--- src/rtl/cla8_operand_sequencer_if.sv ---
// Byte-in / result-out bus of the operand sequencer, including the adder-facing side.
// The slave modport is the sequencer; the master modport is its environment (source, adder, sink).
interface cla8_operand_sequencer_if #(
   parameter int WIDTH = 8
);
   logic [WIDTH-1:0] in_data;
   logic             in_valid;
   logic             in_ready;
   logic [WIDTH-1:0] add_a;
   logic [WIDTH-1:0] add_b;
   logic [WIDTH-1:0] add_sum;
   logic             add_cout;
   logic [WIDTH-1:0] res_sum;
   logic             res_cout;
   logic             res_valid;
   logic             res_ready;
   logic [7:0]       res_count;

   modport slave (
      input  in_data, in_valid, add_sum, add_cout, res_ready,
      output in_ready, add_a, add_b, res_sum, res_cout, res_valid, res_count
   );

   modport master (
      output in_data, in_valid, add_sum, add_cout, res_ready,
      input  in_ready, add_a, add_b, res_sum, res_cout, res_valid, res_count
   );
endinterface

--- src/rtl/cla8_operand_sequencer.sv ---
// Feeds two serial operand bytes to an external combinational adder, waits for it to
// settle, then captures sum/carry and offers them on a valid/ready result port.
module cla8_operand_sequencer #(
   parameter int WIDTH         = 8,
   parameter int SETTLE_CYCLES = 2
) (
   input  logic                          clk,
   input  logic                          rst,
   input  logic                          flush,
   cla8_operand_sequencer_if.slave       bus
);
   typedef enum logic [1:0] {
      S_IDLE   = 2'd0,
      S_LOAD_B = 2'd1,
      S_SETTLE = 2'd2,
      S_DONE   = 2'd3
   } state_t;

   localparam logic [3:0] CNT_INIT = 4'(SETTLE_CYCLES - 1);

   state_t           state_q, state_d;
   logic [3:0]       cnt_q;
   logic [WIDTH-1:0] add_a_q, add_b_q, res_sum_q;
   logic             res_cout_q, res_valid_q;
   logic [7:0]       res_count_q;

   logic accept_a, accept_b, settle_done, result_taken;

   assign accept_a     = (state_q == S_IDLE)   && bus.in_valid;
   assign accept_b     = (state_q == S_LOAD_B) && bus.in_valid;
   assign settle_done  = (state_q == S_SETTLE) && (cnt_q == 4'd0);
   assign result_taken = (state_q == S_DONE)   && bus.res_ready;

   always_ff @(posedge clk or posedge rst) begin
      if (rst) state_q <= S_IDLE;
      else     state_q <= state_d;
   end

   always_comb begin
      state_d = state_q;
      if (flush) begin
         state_d = S_IDLE;
      end else begin
         case (state_q)
            S_IDLE:   if (accept_a)     state_d = S_LOAD_B;
            S_LOAD_B: if (accept_b)     state_d = S_SETTLE;
            S_SETTLE: if (settle_done)  state_d = S_DONE;
            S_DONE:   if (result_taken) state_d = S_IDLE;
            default:                    state_d = S_IDLE;
         endcase
      end
   end

   // in_ready is held low while reset is asserted so every output reads 0 during reset.
   always_comb begin
      bus.in_ready = 1'b0;
      if (!rst && (state_q == S_IDLE || state_q == S_LOAD_B)) bus.in_ready = 1'b1;
   end

   always_ff @(posedge clk or posedge rst) begin
      if (rst) begin
         add_a_q     <= '0;
         add_b_q     <= '0;
         cnt_q       <= '0;
         res_sum_q   <= '0;
         res_cout_q  <= 1'b0;
         res_valid_q <= 1'b0;
         res_count_q <= '0;
      end else if (flush) begin
         // Abort drops the operands but keeps the last captured result and the tally.
         add_a_q     <= '0;
         add_b_q     <= '0;
         cnt_q       <= '0;
         res_valid_q <= 1'b0;
      end else begin
         if (accept_a) add_a_q <= bus.in_data;
         if (accept_b) begin
            add_b_q <= bus.in_data;
            cnt_q   <= CNT_INIT;
         end
         if (state_q == S_SETTLE) begin
            if (cnt_q != 4'd0) begin
               cnt_q <= cnt_q - 4'd1;
            end else begin
               res_sum_q   <= bus.add_sum;
               res_cout_q  <= bus.add_cout;
               res_valid_q <= 1'b1;
               res_count_q <= res_count_q + 8'd1;
            end
         end
         if (result_taken) res_valid_q <= 1'b0;
      end
   end

   assign bus.add_a     = add_a_q;
   assign bus.add_b     = add_b_q;
   assign bus.res_sum   = res_sum_q;
   assign bus.res_cout  = res_cout_q;
   assign bus.res_valid = res_valid_q;
   assign bus.res_count = res_count_q;
endmodule

--- src/flat_wrapper.sv ---
// flat-port wrapper written by rule: the top's interface ports become plain ports
module cla8_operand_sequencer_flat 
#(
   parameter int WIDTH         = 8,
   parameter int SETTLE_CYCLES = 2
)
  (clk, rst, flush, bus_in_data, bus_in_valid, bus_add_sum, bus_add_cout, bus_res_ready, bus_in_ready, bus_add_a, bus_add_b, bus_res_sum, bus_res_cout, bus_res_valid, bus_res_count);
  cla8_operand_sequencer_if #(.WIDTH(WIDTH)) bus_i ();
  input  logic clk;
  input  logic rst;
  input  logic flush;
  input wire logic [$bits(bus_i.in_data)-1:0] bus_in_data;
  input wire logic [$bits(bus_i.in_valid)-1:0] bus_in_valid;
  input wire logic [$bits(bus_i.add_sum)-1:0] bus_add_sum;
  input wire logic [$bits(bus_i.add_cout)-1:0] bus_add_cout;
  input wire logic [$bits(bus_i.res_ready)-1:0] bus_res_ready;
  output wire logic [$bits(bus_i.in_ready)-1:0] bus_in_ready;
  output wire logic [$bits(bus_i.add_a)-1:0] bus_add_a;
  output wire logic [$bits(bus_i.add_b)-1:0] bus_add_b;
  output wire logic [$bits(bus_i.res_sum)-1:0] bus_res_sum;
  output wire logic [$bits(bus_i.res_cout)-1:0] bus_res_cout;
  output wire logic [$bits(bus_i.res_valid)-1:0] bus_res_valid;
  output wire logic [$bits(bus_i.res_count)-1:0] bus_res_count;
  assign bus_i.in_data = bus_in_data;
  assign bus_i.in_valid = bus_in_valid;
  assign bus_i.add_sum = bus_add_sum;
  assign bus_i.add_cout = bus_add_cout;
  assign bus_i.res_ready = bus_res_ready;
  assign bus_in_ready = bus_i.in_ready;
  assign bus_add_a = bus_i.add_a;
  assign bus_add_b = bus_i.add_b;
  assign bus_res_sum = bus_i.res_sum;
  assign bus_res_cout = bus_i.res_cout;
  assign bus_res_valid = bus_i.res_valid;
  assign bus_res_count = bus_i.res_count;
  cla8_operand_sequencer #(.WIDTH(WIDTH), .SETTLE_CYCLES(SETTLE_CYCLES)) u_core (.clk(clk), .rst(rst), .flush(flush), .bus(bus_i));
endmodule
--- config.mk ---
export PLATFORM = sky130hd
export DESIGN_NAME = cla8_operand_sequencer_flat
export DESIGN_NICKNAME = d
export VERILOG_FILES = /design/src/rtl/cla8_operand_sequencer_if.sv /design/src/rtl/cla8_operand_sequencer.sv /design/src/flat_wrapper.sv
export SDC_FILE = /design/constraint.sdc
export NUM_CORES = 1
export LEC_CHECK = 0
export CORE_MARGIN = 1
export CORE_UTILIZATION = 40
export DETAILED_ROUTE_END_ITERATION = 10
export GPL_TIMING_DRIVEN = 0
export MAX_ROUTING_LAYER = met4
export PLACE_DENSITY_LB_ADDON = 0.3
export SETUP_SLACK_MARGIN = 0.1
export SYNTH_ARGS = -nofsm -noshare
export SYNTH_HDL_FRONTEND = slang
export SYNTH_SLANG_ARGS = --single-unit
--- constraint.sdc ---
create_clock -name clk -period 2.81 [get_ports clk]
set_input_delay 0.562 -clock clk [delete_from_list [all_inputs] [get_ports clk]]
set_output_delay 0.562 -clock clk [all_outputs]
set_load 0.01 [all_outputs]
==> run summary, run 1 <==
kind of critical path: reg -> out
DP HPWL: 2715 microns
CTS tree: built
Vias/cell: 5.111
Peak Freq: 443.0 MHz
vias in the first global route: 1494
reg2reg end: u_core.bus.res_sum[2]
port bufs: 56
non-filler instance count after layout: 288
GRT Overall Usage: 17.74%
via count: 1472
Worst Setup SP: u_core.state_q[0]
fillers: 401
final worst-path cycle share: 80.33%
Chip Width: 70.36 microns
proportion of layout cells with a drive suffix above 1: 10.17%
Die ar.: 4951 sq um
Resized Gates After CTS: 0
Max-Cap Viols: 0
Clock Sinks: 40
Mapped Cells: 172
hold path cells: 1
RSZ-0062 raised after global routing: no
CTS Hold Buffers Added: 0
# rows: 24
PwrDens: 831.5 nW/um^2
H-tree lvl count: 2
clk slew on worst S/H paths: 0.08 ns
Initial Utilization: 42.35%
synthesized cell area: 1869 sq um
Post-CTS Setup Bufs: 0
Hold WC Path Type: reg -> reg
Final setup violation count: 0
status: finished, final reports clean
post-layout util: 58.73%
Remaining Overflow, GRT: 0
Startpoint Class: flop
Synth cell types: 36
mean area per synthesized cell: 10.87 sq um
crit-path max FO: 4
leakage power: 0.001098 uW
relative slew slack: 45.66%
Setup crit end: bus_in_ready
syn_nets: 200
n_diodes: 0
drt drc: 0
setup slack, reg-to-reg: 0.95 ns
fin nets: 263
WP data arrival: 1.70 ns
R2R cell count: 7
sequential area share after synthesis: 53.55%
Root Driver: clkbuf_8
Worst-Skew Late Latency: 0.30 ns
WL/cell: 13.52 microns
#FFs+latches synth: 40
num ports: 57
synth warn: 0
area grow syn2layout: 38.69%
TritonRoute pass-1 iters: 4
endpoint class of the critical path: primary output
Fin. Hold Viols: 0
Routed WL: 3894 microns
Die H: 70.36 microns
CTS max path bufs: 2
initial antenna violation count: 0
Final Wtd Congestion: 0.7998
reg2reg start: u_core.state_q[0]
max-slew violations: 0
drt initial violations: 66
Max IR drop VDD: 0.6219 mV
Min Hold Slack: 0.4771 ns
placed insts: 280
Slew @ Worst Pin: 0.8139 ns
CP Data Required Time: 2.25 ns
largest net degree at the start of global routing: 41
crit path time final: 2.257 ns
number of buffers created by CTS: 5
Clock Skew: 0.006627 ns
setup_tns: 0 ns
first-pass GRT wire length: 6720 microns
DRT antenna net count: 0
Placeable Area: 4414 sq um
-- how the worst min path moves through the flow --
stage / startpoint / slack, ns / endpoint
after CTS: u_core.bus.res_count[7] / 0.48 / u_core.bus.res_count[7]
after global routing: u_core.bus.res_sum[7] / 0.52 / u_core.bus.res_sum[7]
after floorplan: u_core.cnt_q[0] / 0.49 / u_core.cnt_q[0]
final: u_core.bus.res_count[7] / 0.48 / u_core.bus.res_count[7]
after detailed placement: u_core.bus.res_count[7] / 0.46 / u_core.bus.res_count[7]
after global placement: u_core.bus.res_count[7] / 0.46 / u_core.bus.res_count[7]
-- per-layer routing --
layer  vias up  wire length [microns]  global-route usage, %
li1        714                      -                      -
met1       709                   1828                  23.67
met2        46                   1789                  26.35
met3         3                    237                  5.628
met4         0                     38                  4.222
met5         -                      0                      -
-- critical path: stages (launching register included) --
cell and delay [ns]:
dfrtp_1 0.41, inv_1 0.08, ha_1 0.21, nor2_1 0.17, nor2_1 0.06, clkdlybuf4s50_1 0.47
-- kinds of logic (layout without fill, tap and decap cells) --
| group | Yosys count | count (layout) | synth area share, % |
|---|---|---|---|
| buffers and inverters | 16 | 80 | 3.816 |
| adders and majority gates | 6 | 6 | 4.016 |
| AOI/OAI and AO/OA | 26 | 26 | 8.234 |
| muxes | 13 | 13 | 9.438 |
| and+or+nand+nor | 64 | 64 | 17.67 |
| DFF | 40 | 40 | 53.55 |
| xor gates and xnor gates | 7 | 7 | 3.280 |
-- stage by stage --
step,setup slack [ns],instance area [sq um],total power [uW]
2_1_floorplan,1.123,1869,1349
3_3_place_gp,0.4294,2495,1747
3_5_place_dp,0.6073,2495,1759
4_1_cts,0.5149,2592,2184
5_1_grt,0.4108,2592,2307
6_report,0.5527,2592,2156
-- layout make-up --
class | count | area [sq um] | area share [%]
repair buffers | 56 | 560.5 | 21.62
clock buffers | 6 | 82.58 | 3.185
multi-input cells | 116 | 797.0 | 30.74
clock inverters | 2 | 15.01 | 0.5791
plain buffers | 9 | 45.04 | 1.737
flip-flops and latches | 40 | 1001 | 38.61
well taps | 52 | 65.06 | 2.510
inverters | 7 | 26.28 | 1.014
-- report_power, final --
part,switching (uW),total (uW),internal [uW]
Sequential,113,840,727
Combinational,398,907,509
Clock,210,408,199
-- cell usage after synthesis --
cell	n	area [sq um]
nand2_1	28	105.1
nor3_1	2	10.01
o31ai_1	1	7.510
nand3_1	12	60.06
nor4_1	2	12.51
nand4_1	1	6.260
nor2_2	1	6.260
nor2b_1	1	6.260
o21ai_0	1	5.000
xor2_1	7	61.31
or3_1	1	6.260
nor4b_2	1	15.01
inv_1	7	26.28
o221a_2	1	11.26
mux2_1	1	11.26
nor3b_1	2	15.01
a211oi_1	1	7.510
clkbuf_1	7	26.28
nand4bb_1	1	11.26
ha_1	6	75.07
nor2_1	4	15.01
nor4_2	1	12.51
mux2i_1	3	30.03
or3b_1	1	8.760
buf_6	1	11.26
and3b_1	1	8.760
a311oi_1	1	8.760
nand2b_1	4	25.02
a21oi_1	18	90.09
dfrtp_1	40	1001
o21bai_1	1	7.510
o211ai_1	1	7.510
buf_4	1	7.510
a221oi_1	1	8.760
and2_1	1	6.260
mux2_4	9	135.1
-- placed cells by master (no fill, tap or decap), types with 2 or more instances in the layout --
master	instances
a21oi_1	18
clkbuf_1	7
clkbuf_8	6
clkdlybuf4s50_1	56
clkinvlp_4	2
dfrtp_1	40
ha_1	6
inv_1	6
mux2_4	9
mux2i_1	3
nand2_1	28
nand2b_1	4
nand3_1	12
nor2_1	4
nor3_1	2
nor3b_1	2
nor4_1	2
xor2_1	7
-- registers in the layout, indices dropped and copies added (netlist names) --
signal and flops:
u_core.bus.add_a 8, u_core.bus.add_b 8, u_core.bus.res_count 8, u_core.bus.res_sum 8, u_core.cnt_q 4, u_core.state_q 2
u_core.bus.res_cout 1, u_core.bus.res_valid 1
(Power assumes the default switching activity.)
==> inputs of run 2 (changes only) <==
- clock period: 2.81 -> 2.1 ns (I/O delays scaled with it)
==> run 2 against run 1 <==
First-iteration DRC count down 14%. Critical path depth unchanged. Final cell count up 0.35%. Clock-buffer cell count unchanged. Die area unchanged. Highest routed layer unchanged. Sequential share of layout area down 0.13 points. Cell area up 0.34%. Worst hold slack about the same.
==> run summary, run 2 (same netlist as run 1, synthesis figures left out) <==
via count: 1472 (unchanged)
DRT antenna net count: 0 (unchanged)
proportion of layout cells with a drive suffix above 1: 10.97% (+0.80 points)
Startpoint Class: flop
Placeable Area: 4414 sq um (unchanged)
fin area: 2601 sq um (+0.34%)
Root Driver: clkbuf_8
H-tree lvl count: 2 (unchanged)
Final Power: 2897 uW (+34%)
Final setup violation count: 0 (unchanged)
Worst-Skew Late Latency: 0.30 ns (about the same)
largest net degree at the start of global routing: 41 (unchanged)
commonest cells after routing, fill and taps aside: clkdlybuf4s50_1 (55), dfrtp_1 (40), nand2_1 (28)
max-slew violations: 0 (unchanged)
n_diodes: 0 (unchanged)
post-layout util: 58.93% (+0.20 points)
Max-Cap Viols: 0 (unchanged)
relative slew slack: 45.64% (about the same)
CP Data Required Time: 1.68 ns (-0.57 ns)
Peak Freq: 531.7 MHz
first-pass GRT wire length: 6755 microns (+0.52%)
Slew @ Worst Pin: 0.8143 ns (+0.0003845 ns)
Chip Width: 70.36 microns (unchanged)
WL/cell: 13.51 microns (-0.12%)
Max IR drop VDD: 0.8311 mV (+34%)
initial antenna violation count: 0 (unchanged)
area grow syn2layout: 39.16%
TritonRoute pass-1 iters: 4 (unchanged)
multi-input logic area: 799.5 sq um (+0.31%)
endpoint class of the critical path: primary output
CTS Hold Buffers Added: 0 (unchanged)
vias in the first global route: 1502 (+0.54%)
Clock Sinks: 40 (unchanged)
most common cell after layout, fill and taps aside: clkdlybuf4s50_1
fin nets: 264 (+0.38%)
Storage cell area: 1001 sq um (unchanged)
CTS max path bufs: 2 (unchanged)
Die H: 70.36 microns (unchanged)
GRT Overall Usage: 17.83% (+0.095 points)
# rows: 24 (unchanged)
setup_tns: 0 ns (unchanged)
Die ar.: 4951 sq um (unchanged)
Initial Utilization: 42.35% (unchanged)
fillers: 398 (-0.75%)
status: finished, final reports clean
clk slew on worst S/H paths: 0.08 ns (about the same)
Post-DP Area: 2495 sq um (unchanged)
drt drc: 0 (unchanged)
drt initial violations: 57 (-14%)
DP HPWL: 2715 microns (unchanged)
crit path time final: 1.881 ns
number of buffers created by CTS: 5 (unchanged)
Clock Skew: 0.006899 ns (+0.0002726 ns)
port bufs: 56 (unchanged)
kind of critical path: reg -> out
crit-path max FO: 3 (-1)
Routed WL: 3903 microns (+0.23%)
leakage power: 0.001105 uW (+0.67%)
Fin. Hold Viols: 0 (unchanged)
Final Wtd Congestion: 0.7998 (unchanged)
Vias/cell: 5.093 (-0.35%)
CTS tree: built
RSZ-0062 raised after global routing: no
WP data arrival: 1.46 ns (-0.24 ns)
PwrDens: 1114 nW/um^2 (+34%)
final worst-path cycle share: 89.56%
Hold WC Path Type: reg -> reg
num ports: 57 (unchanged)
Remaining Overflow, GRT: 0 (unchanged)
-- run 2: path summary, 6_finish.rpt --
| path | start | cells after the start | slack, ns | endpoint |
|---|---|---|---|---|
| min in group asynchronous | rst | 2 | 0.63 | u_core.bus.add_b[7] |
| max in group asynchronous | rst | 2 | 0.96 | u_core.bus.add_b[0] |
| worst max-delay path | u_core.state_q[0] | 5 | 0.22 | bus_in_ready |
| worst min-delay path | u_core.bus.res_count[7] | 1 | 0.48 | u_core.bus.res_count[7] |
| worst max register to register | u_core.state_q[0] | 7 | 0.25 | u_core.bus.res_sum[2] |
| worst min register to register | u_core.bus.res_count[7] | 1 | 0.48 | u_core.bus.res_count[7] |
-- run 2: repair_timing --
| action | 4_1_cts | 5_1_grt |
|---|---|---|
| endpoints found under the setup margin | 1 | 0 |
| setup buffers | 1 | 0 |
| resized for setup | 2 | 0 |
-- run 2: per-stage QoR --
stage | hold WS, ns | instances | setup slack, ns
CTS | 0.4818 | 289 | 0.2118
detailed placement | 0.4604 | 280 | 0.03932
floorplan | 0.4894 | 172 | 0.4130
finish | 0.4771 | 289 | 0.2192
global placement | 0.4620 | 280 | -0.1386
global route | 0.5151 | 289 | 0.1137
-- run 2: power breakdown --
part,switching [uW],internal [uW]
sequential,150,973
combinational,539,689
clock,280,266
total,970,1930
-- run 2: area by class of cell --
class | count | area share [%]
Timing Repair Buffer | 57 | 21.79
Multi-Input combinational cell | 116 | 30.74
Clock buffer | 6 | 3.175
Buffer | 9 | 1.732
Inverter | 7 | 1.010
Sequential cell | 40 | 38.48
Tap cell | 52 | 2.501
Clock inverter | 2 | 0.5772
-- run 2: worst max-delay path, cell delays in order (launching register included) --
cell and delay [ns]:
dfrtp_1 0.40, inv_1 0.08, ha_1 0.22, nor2_2 0.14, nor2_1 0.05, dlygate4sd2_1 0.27
-- run 2: metal layers --
layer,up-vias,wire (microns),GRT usage (%)
met1,699,1793,23.57
met5,-,0,-
met3,2,269,5.628
met4,0,27,4.222
li1,716,-,-
met2,55,1813,26.77
==> inputs of run 3 (changes only) <==
- CELL_PAD_IN_SITES_DETAIL_PLACEMENT: default -> 0
- CELL_PAD_IN_SITES_GLOBAL_PLACEMENT: default -> 2
- CORE_UTILIZATION: 40 -> 28
==> run 3 against run 2 <==
Core utilization fell by 18 points. Via count fell by 2.1%. Sequential power barely moved. Largest cell class unchanged. Final cell count rose by 8.7%. Flip-flop and latch count did not move. Sequential share of layout area fell by 0.64 points. Clock skew fell by 0.00052 ns.
==> run summary, run 3 (same netlist as run 1, synthesis figures left out) <==
status: finished, final reports clean
Startpoint Class: flop
most common cell after layout, fill and taps aside: clkdlybuf4s50_1
GRT Overall Usage: 13.44% (-4.4 points)
kind of critical path: reg -> out
num ports: 57 (unchanged)
first-pass GRT wire length: 7238 microns (+7.2%)
Power Internal: 2017 uW (+4.6%)
DP HPWL: 3005 microns (+11%)
reg2reg start: u_core.state_q[0]
hold endpoint: u_core.bus.res_count[7]
post-layout util: 41.42% (-18 points)
fin nets: 264 (unchanged)
endpoint class of the critical path: primary output
relative slew slack: 44.15% (-1.5 points)
n_diodes: 0 (unchanged)
Hold WC Path Type: reg -> reg
PwrDens: 1127 nW/um^2 (+1.2%)
# rows: 29 (+21%)
min-delay src: u_core.bus.res_count[7]
crit path time final: 1.897 ns (+0.01620 ns)
Vias/cell: 4.589 (-9.9%)
area grow syn2layout: 41.50%
Min Hold Slack: 0.4777 ns (+0.0005900 ns)
clock share of power: 20.6% (+1.8 points)
drt drc: 0 (unchanged)
DRT antenna net count: 0 (unchanged)
leakage power: 0.001116 uW (+0.95%)
Max IR drop VDD: 0.5516 mV (-34%)
Initial Utilization: 29.27% (-13 points)
WP data arrival: 1.48 ns (+0.02 ns)
H-tree lvl count: 2 (unchanged)
Die H: 83.71 microns (+19%)
CP peak stage delay: 0.41 ns (about the same)
setup slack, reg-to-reg: 0.22 ns (-0.03 ns)
largest net degree at the start of global routing: 41 (unchanged)
via count: 1441 (-2.1%)
RSZ-0062 raised after global routing: no
drt initial violations: 124 (+120%)
initial antenna violation count: 0 (unchanged)
vias in the first global route: 1449 (-3.5%)
Root Driver: clkbuf_8
Final setup violation count: 0 (unchanged)
Worst Setup SP: u_core.state_q[0]
proportion of layout cells with a drive suffix above 1: 10.97% (unchanged)
NetSw: 964.5 uW (-0.52%)
Clock Sinks: 40 (unchanged)
CTS max path bufs: 2 (unchanged)
clk slew on worst S/H paths: 0.08 ns (about the same)
max-slew violations: 0 (unchanged)
Clock Skew: 0.006379 ns (-0.0005201 ns)
CP Data Required Time: 1.68 ns (about the same)
Peak Freq: 527.2 MHz (-0.85%)
Final Wtd Congestion: 0.6708 (-16%)
Die ar.: 7007 sq um (+42%)
share of total power in combinational logic: 41.7% (-0.7 points)
Remaining Overflow, GRT: 0 (unchanged)
Slew @ Worst Pin: 0.8365 ns (+0.02221 ns)
reg2reg end: u_core.bus.res_sum[6]
port bufs: 56 (unchanged)
critical path cell sequence: inv_1 -> ha_1 -> nor2_2 -> nor2_1 -> dlygate4sd2_1
Routed WL: 4341 microns (+11%)
fin area: 2645 sq um (+1.7%)
TritonRoute pass-1 iters: 4 (unchanged)
CTS Hold Buffers Added: 0 (unchanged)
Worst-Skew Late Latency: 0.29 ns (about the same)
crit-path max FO: 4 (+1)
WL/cell: 13.82 microns (+2.4%)
final worst-path cycle share: 90.33% (+0.77 points)
Fin. Hold Viols: 0 (unchanged)
Placeable Area: 6386 sq um (+45%)
hold path cells: 1 (unchanged)
CTS tree: built
commonest cells after routing, fill and taps aside: clkdlybuf4s50_1 (55), dfrtp_1 (40), nand2_1 (28)
Switching Share: 32.35% (-1.1 points)
number of buffers created by CTS: 5 (unchanged)
Max-Cap Viols: 0 (unchanged)
Worst path slowest cell: dfrtp_1
Post-DP Area: 2526 sq um (+1.3%)
Flop pwr share: 37.7% (-1.1 points)
R2R cell count: 7 (unchanged)
Chip Width: 83.71 microns (+19%)
==> run 3: changes by cell type in the layout (fill, tap and decap cells not counted) <==
cell / before / now
clkbuf_1: 7 / 8
clkinvlp_4: 2 / 0
bufinv_16: 0 / 1
ha_1: 6 / 5
clkbuf_8: 6 / 5
ha_2: 0 / 1
clkinv_2: 0 / 1
==> run 3: layout make-up <==
| type | instances | area (sq um) |
|---|---|---|
| repair buffers | 57 | 566.8 |
| clock inverters | 2 | 35.03 |
| clock buffers | 6 | 72.57 |
| plain buffers | 9 | 45.04 |
| well taps | 77 | 96.34 |
| flip-flops and latches | 40 | 1001 |
| fillers | 635 | 3741 |
| inverters | 7 | 26.28 |
| multi-input cells | 116 | 802.0 |
==> run 3: repair_timing <==
item / in CTS / in global routing
endpoints found under the hold margin: 0 / 0
resized for setup: 3 / 0
setup endpoints to repair: 1 / 1
setup buffers: 0 / 1
cloned: 0 / 0
==> run 3: metrics by stage <==
stage	setup TNS, ns	power, uW	instances	worst slack, ns
6_report	0	2981	314	0.2030
3_3_place_gp	-9.541	2377	305	-0.2281
2_1_floorplan	0	1805	172	0.4130
4_1_cts	0	3021	313	0.1758
3_5_place_dp	-0.5491	2378	305	-0.09036
5_1_grt	0	3187	314	0.1068
==> run 3: worst max-delay path, delay by kind of cell (launching register included) <==
family	cells	cell delay, ns
buffers and inverters	2	0.36
and+or+nand+nor	2	0.21
adders and majority gates	1	0.22
DFF	1	0.41
==> run 3: power groups by stage <==
stage	sequential [uW]	combinational (uW)	clock, uW
2_1_floorplan	1200	603	0
3_3_place_gp	1140	1240	0
3_5_place_dp	1130	1250	0
4_1_cts	1130	1250	642
5_1_grt	1150	1360	675
6_report	1120	1240	614
==> run 3: routing by layer <==
metal / part of all wire (%) / up-vias / track usage (%)
met3: 5.5 / 8 / 3.363
met2: 42 / 47 / 19.14
met5: 0 / - / -
li1: - / 714 / -
met4: 1.2 / 0 / 4.160
met1: 52 / 672 / 18.76
==> run 3: worst max-delay path by stage <==
stage                              end  slack, ns  cells after the start
6_report                  bus_in_ready       0.20                      5
5_1_grt                   bus_in_ready       0.11                      5
4_1_cts                   bus_in_ready       0.18                      5
3_5_place_dp      u_core.bus.res_valid      -0.09                      4
3_3_place_gp   u_core.bus.res_count[7]      -0.23                      2
2_1_floorplan  u_core.bus.res_count[1]       0.41                      7
